**config.mk**
```make
export PLATFORM = sky130hd
export DESIGN_NAME = ascii_up_counter_flat
export DESIGN_NICKNAME = d
export VERILOG_FILES = /design/src/rtl/ascii_up_counter_if.sv /design/src/rtl/ascii_up_counter.sv /design/src/flat_wrapper.sv
export SDC_FILE = /design/constraint.sdc
export NUM_CORES = 1
export LEC_CHECK = 0
export CORE_MARGIN = 1
export CORE_UTILIZATION = 40
export DETAILED_ROUTE_END_ITERATION = 7
export PLACE_DENSITY = 0.79
export SYNTH_ARGS = -nofsm -noshare
export SYNTH_HDL_FRONTEND = slang
export SYNTH_SLANG_ARGS = --single-unit
```
**constraint.sdc**
```tcl
create_clock -name clock -period 2.8 [get_ports clock]
set_input_delay 0.7 -clock clock [delete_from_list [all_inputs] [get_ports clock]]
set_output_delay 0.7 -clock clock [all_outputs]
set_load 0.02 [all_outputs]
```
**src/rtl/ascii_up_counter_if.sv**
```systemverilog
// ascii_up_counter_if: load handshake, increment and count/status bundle for ascii_up_counter
interface ascii_up_counter_if;
  logic        load_valid;
  logic [15:0] load_ascii;
  logic        load_ready;
  logic        increment;
  logic [15:0] counter;
  logic        done;
  logic        error;
  modport master (output load_valid, load_ascii, increment, input load_ready, counter, done, error);
  modport slave (input load_valid, load_ascii, increment, output load_ready, counter, done, error);
endinterface

```
**src/rtl/ascii_up_counter.sv**
```systemverilog
// ascii_up_counter: two-digit ASCII up-counter with validated load; wrap mode via ASCII_CNT_WRAP_EN (clock, reset active-low async, bus: load_valid/load_ascii/load_ready/increment/counter/done/error)
module ascii_up_counter #(
  parameter logic [15:0] LIMIT = "99"
) (
  input logic clock,
  input logic reset,
  ascii_up_counter_if.slave bus
);
  typedef enum logic [2:0] {IDLE, CHECK, COUNT, DONE, ERR} state_t;
  state_t state;
  logic [15:0] hold;
  logic hold_ok;
  logic [15:0] next_count;
  function automatic logic is_digit(input logic [7:0] b);
    return b >= 8'h30 && b <= 8'h39;
  endfunction
  // Two valid ASCII digits compare in the same order as their decimal values.
  assign hold_ok = is_digit(hold[15:8]) && is_digit(hold[7:0]) && hold <= LIMIT;
  assign next_count = bus.counter[7:0] != "9" ? {bus.counter[15:8], bus.counter[7:0] + 8'd1}
                                              : {bus.counter[15:8] + 8'd1, 8'h30};
  assign bus.load_ready = state != CHECK;
  always_ff @(posedge clock or negedge reset) begin
    if (!reset) begin
      state       <= IDLE;
      hold        <= '0;
      bus.counter <= "--";
      bus.done    <= 1'b0;
      bus.error   <= 1'b0;
    end else if (bus.load_valid && bus.load_ready) begin
      state     <= CHECK;
      hold      <= bus.load_ascii;
      bus.done  <= 1'b0;
      bus.error <= 1'b0;
    end else begin
      case (state)
        CHECK: begin
          state       <= hold_ok ? COUNT : ERR;
          bus.counter <= hold_ok ? hold : "ER";
          bus.error   <= !hold_ok;
        end
        COUNT: begin
          bus.done <= 1'b0;
          if (bus.increment) begin
            if (bus.counter == LIMIT) begin
`ifdef ASCII_CNT_WRAP_EN
              bus.counter <= "00";
              bus.done    <= 1'b1;
`else
              bus.counter <= "OV";
              bus.done    <= 1'b1;
              state       <= DONE;
`endif
            end else begin
              bus.counter <= next_count;
            end
          end
        end
        default: ;
      endcase
    end
  end
endmodule

```
**src/flat_wrapper.sv**
```systemverilog
// flat-port wrapper written by rule: the top's interface ports become plain ports
module ascii_up_counter_flat 
#(
  parameter logic [15:0] LIMIT = "  "
)
  (clock, reset, bus_load_valid, bus_load_ascii, bus_increment, bus_load_ready, bus_counter, bus_done, bus_error);
  ascii_up_counter_if bus_i ();
  input logic clock;
  input logic reset;
  input wire logic [$bits(bus_i.load_valid)-1:0] bus_load_valid;
  input wire logic [$bits(bus_i.load_ascii)-1:0] bus_load_ascii;
  input wire logic [$bits(bus_i.increment)-1:0] bus_increment;
  output wire logic [$bits(bus_i.load_ready)-1:0] bus_load_ready;
  output wire logic [$bits(bus_i.counter)-1:0] bus_counter;
  output wire logic [$bits(bus_i.done)-1:0] bus_done;
  output wire logic [$bits(bus_i.error)-1:0] bus_error;
  assign bus_i.load_valid = bus_load_valid;
  assign bus_i.load_ascii = bus_load_ascii;
  assign bus_i.increment = bus_increment;
  assign bus_load_ready = bus_i.load_ready;
  assign bus_counter = bus_i.counter;
  assign bus_done = bus_i.done;
  assign bus_error = bus_i.error;
  ascii_up_counter #(.LIMIT(LIMIT)) u_core (.clock(clock), .reset(reset), .bus(bus_i));
endmodule
```
## After elaboration in Yosys (flattened, before gate mapping)

Cells that the tools add are included.

| storage, ports and cells | value |
|---|---|
| bits in registers | 37 |

| cells by class | value |
|---|---|
| add/subtract/negate cells | 2 |
| order comparisons | 5 |
| equal/unequal tests | 9 |
| mux-type cells | 16 |
| bitwise logic cells | 1 |
| reduce and logical (&&, ||, !) cells | 13 |

Operators by type and width:

| kind | count |
|---|---|
| $mux W16 | 4 |
| $pmux W16 S2 | 1 |
| $add A8 B1 Y8 const B | 2 |
| $eq A16 B14 Y1 const B | 1 |
| $ge A8 B6 Y1 const B | 2 |
| $le A16 B14 Y1 const B | 1 |
| $le A8 B6 Y1 const B | 2 |
| $mux W3 | 4 |
| $ne A8 B6 Y1 const B | 1 |
| $mux W1 | 6 |
| $ne A3 B1 Y1 const B | 2 |
| $pmux W3 S2 | 1 |
| $reduce_and A3 Y1 | 2 |
| $reduce_bool A2 Y1 | 3 |
| $logic_and A1 B1 Y1 | 5 |
| $reduce_and A4 Y1 | 1 |
| $eq A3 B1 Y1 const B | 1 |
| $eq A3 B2 Y1 const B | 1 |
| $ne A3 B2 Y1 const B | 1 |
| $ne A3 B3 Y1 const B | 1 |
| $reduce_bool A3 Y1 | 1 |
| $ne A2 B2 Y1 const B | 1 |
| $logic_not A1 Y1 | 1 |
| $not A1 Y1 | 1 |

## Logic depth before layout (Yosys ltp)

Gate-level depths: netlist of run 1.

| logic depth | value |
|---|---|
| depth in word-level cells | 7 |
| mapped depth | 7 |
| depth with buffers taken out | 6 |

## Worst setup path before layout of run 1

Ideal clock, no wire load.

| timing | value |
|---|---|
| path kind | register -> register |
| start point | register u_core.bus.counter[5] |
| end point | register u_core.bus.counter[14] |
| setup time | 0.119 ns |
| arrival | 1.906 ns |
| required time | 2.681 ns |
| setup slack | 0.775 ns |
| cell stages (with the launch flop) | 5 |
| buffers on the path | 0 |
| clock period less this slack | 2.025 ns |
| path through | dfstp_2 or4b_4 or4_4 nand4bb_1 o21a_1 |

| on the way | value |
|---|---|
| cells in the longest elaborated chain, start to end | 4 |
| elaborated cells between the ends (all ways) | 7 |

Ends and longest elaborated chain:

| item | RTL line | text |
|---|---|---|
| start: declaration | ascii_up_counter_if.sv:11 | `modport slave (input load_valid, load_ascii, increment, output load_ready, counter, done, error);` |
| start signal: assignment | ascii_up_counter.sv:26 | `bus.counter <= "--";` |
| start signal: assignment | ascii_up_counter.sv:38 | `bus.counter <= hold_ok ? hold : "ER";` |
| start signal: assignment | ascii_up_counter.sv:49 | `bus.counter <= "OV";` |
| $eq A16 B14 Y1 | ascii_up_counter.sv:44 | `if (bus.counter == LIMIT) begin` |
| $mux W16 | ascii_up_counter.sv:44 |  |
| $mux W16 | ascii_up_counter.sv:43 | `if (bus.increment) begin` |
| $pmux W16 S2 | ascii_up_counter.sv:35 | `case (state)` |

Parallel ways exist; a longest one is shown, timed or not. The select of a mux whose other input is x is not followed.
A chain may end at the register's enable or synchronous reset.

## Worst setup path after layout of run 1

| timing | value |
|---|---|
| start point | register u_core.state[1] |
| end point | output port bus_load_ready |

| on the way | value |
|---|---|
| cells in the longest elaborated chain, start to end | 1 |

Ends and longest elaborated chain:

| item | RTL line | text |
|---|---|---|
| start: declaration | ascii_up_counter.sv:10 | `state_t state;` |
| start signal: assignment | ascii_up_counter.sv:37 | `state <= hold_ok ? COUNT : ERR;` |
| $ne A3 B1 Y1 | ascii_up_counter.sv:21 | `assign bus.load_ready = state != CHECK;` |
| end: declaration | flat_wrapper.sv:13 | `output wire logic [$bits(bus_i.load_ready)-1:0] bus_load_ready;` |

Every way passes these cells.

==> impl_metrics.json, run 1 <==
{
  "cts_tree": "yes",
  "finalHoldViolCount": 0,
  "die_area_um2": 3530,
  "pwr-share-comb_pct": 34.6,
  "postCtsSetupBuffers": 0,
  "min_delay_path_depth": 1,
  "startpoint": "u_core.state[1]",
  "grt_overflow_total": 0,
  "gp_congestion": 0.836,
  "status": "completed",
  "numCtsBuffers": 3,
  "ys_seq_area_share_pct": 40.6,
  "max_freq_mhz": 411,
  "antenna_found_initial": 0,
  "drt-pass1-iter-count": 4,
  "power.switching_w": 0.000317,
  "synthDistinctLibCells": 44,
  "power_w": 0.000853,
  "crit_cells": 3,
  "synthTopCellsByArea": "dfrtp_1 (25%), dfstp_2 (16%), a31oi_1 (5.7%), ha_1 (4.7%), nand2_1 (3.7%)",
  "syn_nets": 169,
  "reg2reg_to": "u_core.bus.counter[11]",
  "setup_viol": 0,
  "ir_drop_uv": 300,
  "min_from": "u_core.bus.counter[13]",
  "rsz0062_at_grt": "no",
  "wl_per_cell_um": 15.3,
  "drive_gt1_share_pct": 13.7,
  "r2r_slack_ns": 0.62,
  "hold_path.class": "reg -> reg",
  "critPathSlowestCell": "clkdlybuf4s50_1",
  "tns_ns": 0,
  "yosysWarnings": 0,
  "hold_path_end": "u_core.bus.counter[13]",
  "grt_start_max_net_pins": 22,
  "rows": 20,
  "num-fill-cells": 301,
  "crit_path_cell_trace": "nand2b_1, nand2b_1, clkdlybuf4s50_1",
  "antenna_cells": 0,
  "required_ns": 2.10,
  "start_kind": "flip-flop",
  "grt_usage_pct": 20.0,
  "drv_cap": 0,
  "drt_iter0_drc": 68,
  "r2r_start": "u_core.bus.counter[8]",
  "area_delta_synth_final_pct": 23.5,
  "clock_latency_ns": 0.32,
  "synth-edff-count": 0,
  "cts_hold_buf": 0,
  "path_class": "reg -> out",
  "maxSlewHeadroom_pct": 73.2,
  "dieWidth_um": 59.4,
  "period_needed_ns": 2.44,
  "synthCells": 144,
  "period_share_pct": 87.0,
  "internal-power_w": 0.000536,
  "endpoint_kind": "output port",
  "async_flop_share_pct": 100,
  "slew_violations": 0,
  "p_clk_share_pct": 18.0,
  "nets": 194,
  "arrival_ns": 1.74,
  "vias": 1251,
  "clk_pin_slew_ns": 0.12,
  "synth_ff_type": "dfrtp_1",
  "pwr_density_cell_nw_per_um2": 523,
  "dp_hpwl_mm": 2.28,
  "viasPerCell": 5.90,
  "sequentialPowerShare_pct": 47.5,
  "finClkSkew_ns": 0.00435,
  "swShare_pct": 37.1,
  "core-area_um2": 3100,
  "cts_resized": 0,
  "synth_top_area_share_pct": 24.6,
  "clock_sinks": 21,
  "grt_pass1_vias": 1152,
  "wirelength_mm": 3.24,
  "netlist_area_um2": 1320,
  "initial_core_util_pct": 42.5,
  "critPathTopFamily": "buffers and inverters",
  "ff2ff_path_depth": 7,
  "leakagePower_nw": 0.626,
  "clockBufferDepth": 2,
  "ant_nets": 0,
  "placed_cell_area_um2": 1600,
  "htree_levels": 1,
  "dieHeight_um": 59.4,
  "grt_pass1_wl_mm": 5.33,
  "num_io_pins": 39,
  "syn_avg_cell_area_um2": 9.17,
  "cp_max_fo": 6,
  "slowest_delay_ns": 0.63,
  "yosys.area.top_type": "dfrtp_1",
  "fin_area_um2": 1630,
  "cts-root-buf": "clkbuf_4",
  "cp_common_cell": "nand2b_1",
  "port_buffers": 22,
  "worst-path-buf-inv": 1,
  "drc": 0,
  "synth_seq_cells": 21,
  "worst_slew_pin_slew_ns": 0.402
}
==> Yosys cell counts, types with 3 or more instances <==
master,number
o21ai_0,8
nand3_1,8
dfstp_2,8
ha_1,5
inv_1,9
a31oi_1,12
and2_1,3
a21oi_1,4
nand3b_1,3
dfrtp_1,13
and3_1,3
clkbuf_1,5
nand2_1,13
nor2_1,8
nand4_1,4
==> worst max path at each step <==
stage,endpoint,slack (ns)
floorplan,u_core.bus.counter[14],0.78
global placement,u_core.bus.counter[7],0.42
global route,bus_load_ready,0.26
CTS,bus_load_ready,0.35
finish,bus_load_ready,0.36
detailed placement,u_core.bus.counter[7],0.38
==> cell families (layout without fill, tap and decap cells) <==
family	after synthesis	count (layout)	synth area share, %
adders and majority gates	5	5	4.74
DFF	21	21	40.6
muxes	1	1	0.758
AOI/OAI and AO/OA	40	40	20.3
and+or+nand+nor	61	61	28.9
buffers and inverters	16	40	4.74
==> power groups by stage <==
stage                     sequential [W]  combinational [W]  clock, W
final                           0.000405           0.000295  0.000153
after global routing            0.000411           0.000322  0.000167
after CTS                       0.000403           0.000296  0.000159
after detailed placement        0.000408           0.000295         0
after global placement          0.000405           0.000288         0
after floorplan                 0.000422           0.000153         0
==> per-stage QoR <==
step / setup WS (ns) / hold WS (ns) / utilization (%) / instances
finish: 0.364 / 0.527 / 52.5 / 212
global route: 0.263 / 0.546 / 52.5 / 212
CTS: 0.350 / 0.528 / 52.5 / 212
detailed placement: 0.379 / 0.510 / 51.7 / 208
global placement: 0.421 / 0.503 / 51.7 / 208
floorplan: 0.775 / 0.404 / - / 144
==> area by class of cell <==
type                    count  area, µm²  area share (%)
repair buffers             27        258            15.8
flip-flops and latches     21        536            32.8
multi-input cells         107        722            44.3
clock buffers               4       26.3            1.61
inverters                   9       33.8            2.07
well taps                  44       55.1            3.38
==> flip-flops by register name (all words and copies together), names as in the netlist <==
signal and cells:
u_core.bus.done 1, u_core.bus.counter 16, u_core.bus.error 1, u_core.state 3
==> cells in the final DEF, fill, tap and decap left out, types with 3 or more instances in the layout <==
cell / instances
nand2_1: 13
clkdlybuf4s50_1: 22
a31oi_1: 12
ha_1: 5
and3_1: 3
and2_1: 3
a21oi_1: 4
dfrtp_1: 13
clkbuf_4: 3
inv_1: 9
nor2_1: 8
buf_4: 5
dfstp_2: 8
nand4_1: 4
o21ai_0: 8
nand3b_1: 3
nand3_1: 8
==> routing by layer <==
metal | GRT usage (%) | wire length [µm] | vias up
met1 | 27.8 | 1500 | 611
met4 | 9.86 | 38 | 0
met3 | 2.84 | 144 | 4
met2 | 30.3 | 1550 | 44
met5 | 0 | 0 | -
li1 | - | - | 592
==> worst reg2reg max path, delay by kind of cell, from the launching register on <==
kind / cells / cell delay, ns
and+or+nand+nor: 4 / 1.12
buffers and inverters: 2 / 0.42
DFF: 1 / 0.41
adders and majority gates: 1 / 0.16
No activity file was read; power rests on OpenSTA's default activity.
==> inputs of run 2 (changes only) <==
- ABC_AREA: not set -> 1
- PLACE_DENSITY: 0.79 -> 0.78
==> impl_metrics.json, run 2 <==
{
  "wl_per_cell_um": 11.5,
  "internal-power_w": 0.000646,
  "synthCells": 189,
  "required_ns": 2.10,
  "worst_slew_pin_slew_ns": 0.369,
  "grt_usage_pct": 17.4,
  "nets": 239,
  "port_buffers": 22,
  "wirelength_mm": 2.98,
  "largest_reg_flops": 16,
  "dp_hpwl_mm": 2.12,
  "clk_pin_slew_ns": 0.13,
  "power_w": 0.00115,
  "power.switching_w": 0.000501,
  "final_util_pct": 50.9,
  "sequentialPowerShare_pct": 41.3,
  "clockBufferDepth": 2,
  "netlist_area_um2": 1440,
  "path_class": "reg -> out",
  "synth_ff_type": "dfrtp_1",
  "grt_pass1_wl_mm": 4.90,
  "reg_top3": "u_core.bus.counter (16), u_core.state (3)",
  "syn_avg_cell_area_um2": 7.60,
  "htree_levels": 1,
  "fin_area_um2": 1720,
  "antenna_cells": 0,
  "dieWidth_um": 61.9,
  "initial_core_util_pct": 42.4,
  "num_io_pins": 39,
  "clock_sinks": 21,
  "die_area_um2": 3830,
  "ant_nets": 0,
  "slew_violations": 0,
  "met2WireLength_mm": 1.39,
  "syn_nets": 214,
  "cts_hold_buf": 0,
  "num-fill-cells": 319,
  "yosys.area.top_type": "dfrtp_1",
  "numCtsBuffers": 3,
  "max_freq_mhz": 441,
  "grt_pass1_vias": 1134,
  "dp.cells": 255,
  "ys_top_cells_by_count": "nand2_1 (58), nand3_1 (22), inv_1 (18), nor2_1 (18), dfrtp_1 (13)",
  "period_needed_ns": 2.27,
  "grt_start_max_net_pins": 22,
  "start_kind": "flip-flop",
  "placed_cell_area_um2": 1700,
  "viasPerCell": 4.92,
  "rsz0062_at_grt": "no",
  "core-area_um2": 3390,
  "hold_path.class": "reg -> reg",
  "vias": 1274,
  "final_common_cell": "nand2_1",
  "cts_tree": "yes",
  "async_flop_share_pct": 100,
  "drt-met1-wl_mm": 1.41,
  "endpoint_kind": "output port",
  "maxSlewHeadroom_pct": 75.3,
  "drive_gt1_share_pct": 15.0,
  "synth-edff-count": 0,
  "clock_latency_ns": 0.32,
  "dieHeight_um": 61.9,
  "final_cells": 259,
  "grt_overflow_total": 0,
  "leakagePower_nw": 0.758,
  "cp_max_fo": 6,
  "cts_resized": 0,
  "ys_seq_area_share_pct": 37.3,
  "area_delta_synth_final_pct": 20.0,
  "swShare_pct": 43.6,
  "cts-root-buf": "clkbuf_4",
  "finalHoldViolCount": 0,
  "arrival_ns": 1.57,
  "ir_drop_uv": 430,
  "r2r_slack_ns": 1.00,
  "status": "completed",
  "period_share_pct": 81.1,
  "postCtsSetupBuffers": 0,
  "drv_cap": 0,
  "setup_viol": 0,
  "drc": 0,
  "gp_congestion": 0.813,
  "synthDistinctLibCells": 27,
  "drt-pass1-iter-count": 4,
  "rows": 21,
  "drt_iter0_drc": 57,
  "p_clk_share_pct": 13.9,
  "yosysWarnings": 0,
  "yosys.cell_count.top_type": "nand2_1",
  "final_cell_mix": "nand2_1 (58), nand3_1 (22), clkdlybuf4s50_1 (22)",
  "pwr_density_cell_nw_per_um2": 665,
  "highest_layer": "met4",
  "synth_seq_cells": 21,
  "finClkSkew_ns": 0.00734,
  "regMostFlops": "u_core.bus.counter",
  "synthTopCellsByArea": "dfrtp_1 (23%), nand2_1 (15%), dfstp_2 (15%), nand3_1 (7.7%), inv_1 (4.7%)",
  "pwr-share-comb_pct": 44.8,
  "dr_wl_met3_um": 119,
  "antenna_found_initial": 0,
  "synth_top_area_share_pct": 22.6,
  "tns_ns": 0
}
-- run 2: cell types whose count changed after synthesis, sizes merged, moves of 8 or more --
cell | before | now
nand2 | 13 | 63
nand3 | 8 | 24
a31oi | 12 | 0
o21ai | 8 | 16
nor2 | 9 | 19
inv | 9 | 20
-- run 2: critical path, stage by stage, from the launching register on --
cell and delay [ns]:
dfrtp_1 0.41, inv_1 0.15, nand3b_4 0.14, clkdlybuf4s50_1 0.56
-- run 2: final timing paths --
check	start	end	cells after the start
max in group asynchronous	reset	u_core.bus.counter[0]	2
setup / recovery	u_core.state[1]	bus_load_ready	3
hold reg to reg	u_core.bus.counter[10]	u_core.bus.counter[10]	2
hold / removal	u_core.bus.counter[10]	u_core.bus.counter[10]	2
setup reg to reg	u_core.bus.counter[8]	u_core.bus.counter[4]	8
min in group asynchronous	reset	u_core.bus.counter[12]	2
-- run 2: cell type report --
type                       instances  area, µm²  area share [%]
sequential                        21        536            31.1
tap                               46       57.6            3.34
multi-input combinational        143        791            45.9
timing repair buffer              24        235            13.6
clock buffer                       4       26.3            1.52
inverter                          21       78.8            4.57
-- run 2: metal layers --
metal,GRT usage [%],up-vias
met5,0,-
met4,7.94,0
met3,3.73,7
met2,27.6,30
met1,22.8,586
li1,-,651
-- run 2: power groups by stage --
stage	Sequential [W]	Clock [W]	Combinational, W
after floorplan	0.000524	0	0.000305
after global placement	0.000477	0	0.000507
after detailed placement	0.000481	0	0.000515
after CTS	0.000475	0.000164	0.000516
after global routing	0.000488	0.000175	0.000578
final	0.000474	0.000160	0.000513
-- run 2: cells by family (layout without fill, tap and decap cells) --
family / after synthesis / count (layout) / synth area share, %
AND/OR/NAND/NOR: 112 / 112 / 37.1
buffers and inverters: 25 / 49 / 7.66
flip-flops: 21 / 21 / 37.3
AO/OA/AOI/OAI: 19 / 19 / 9.32
XOR/XNOR: 7 / 7 / 4.27
adder cells (fa/ha/maj): 5 / 5 / 4.36
-- run 2: through the flow --
step	hold WS, ns	worst slack [ns]
floorplan	0.404	1.11
global placement	0.487	0.719
detailed placement	0.493	0.711
CTS	0.524	0.518
global route	0.552	0.444
finish	0.526	0.530
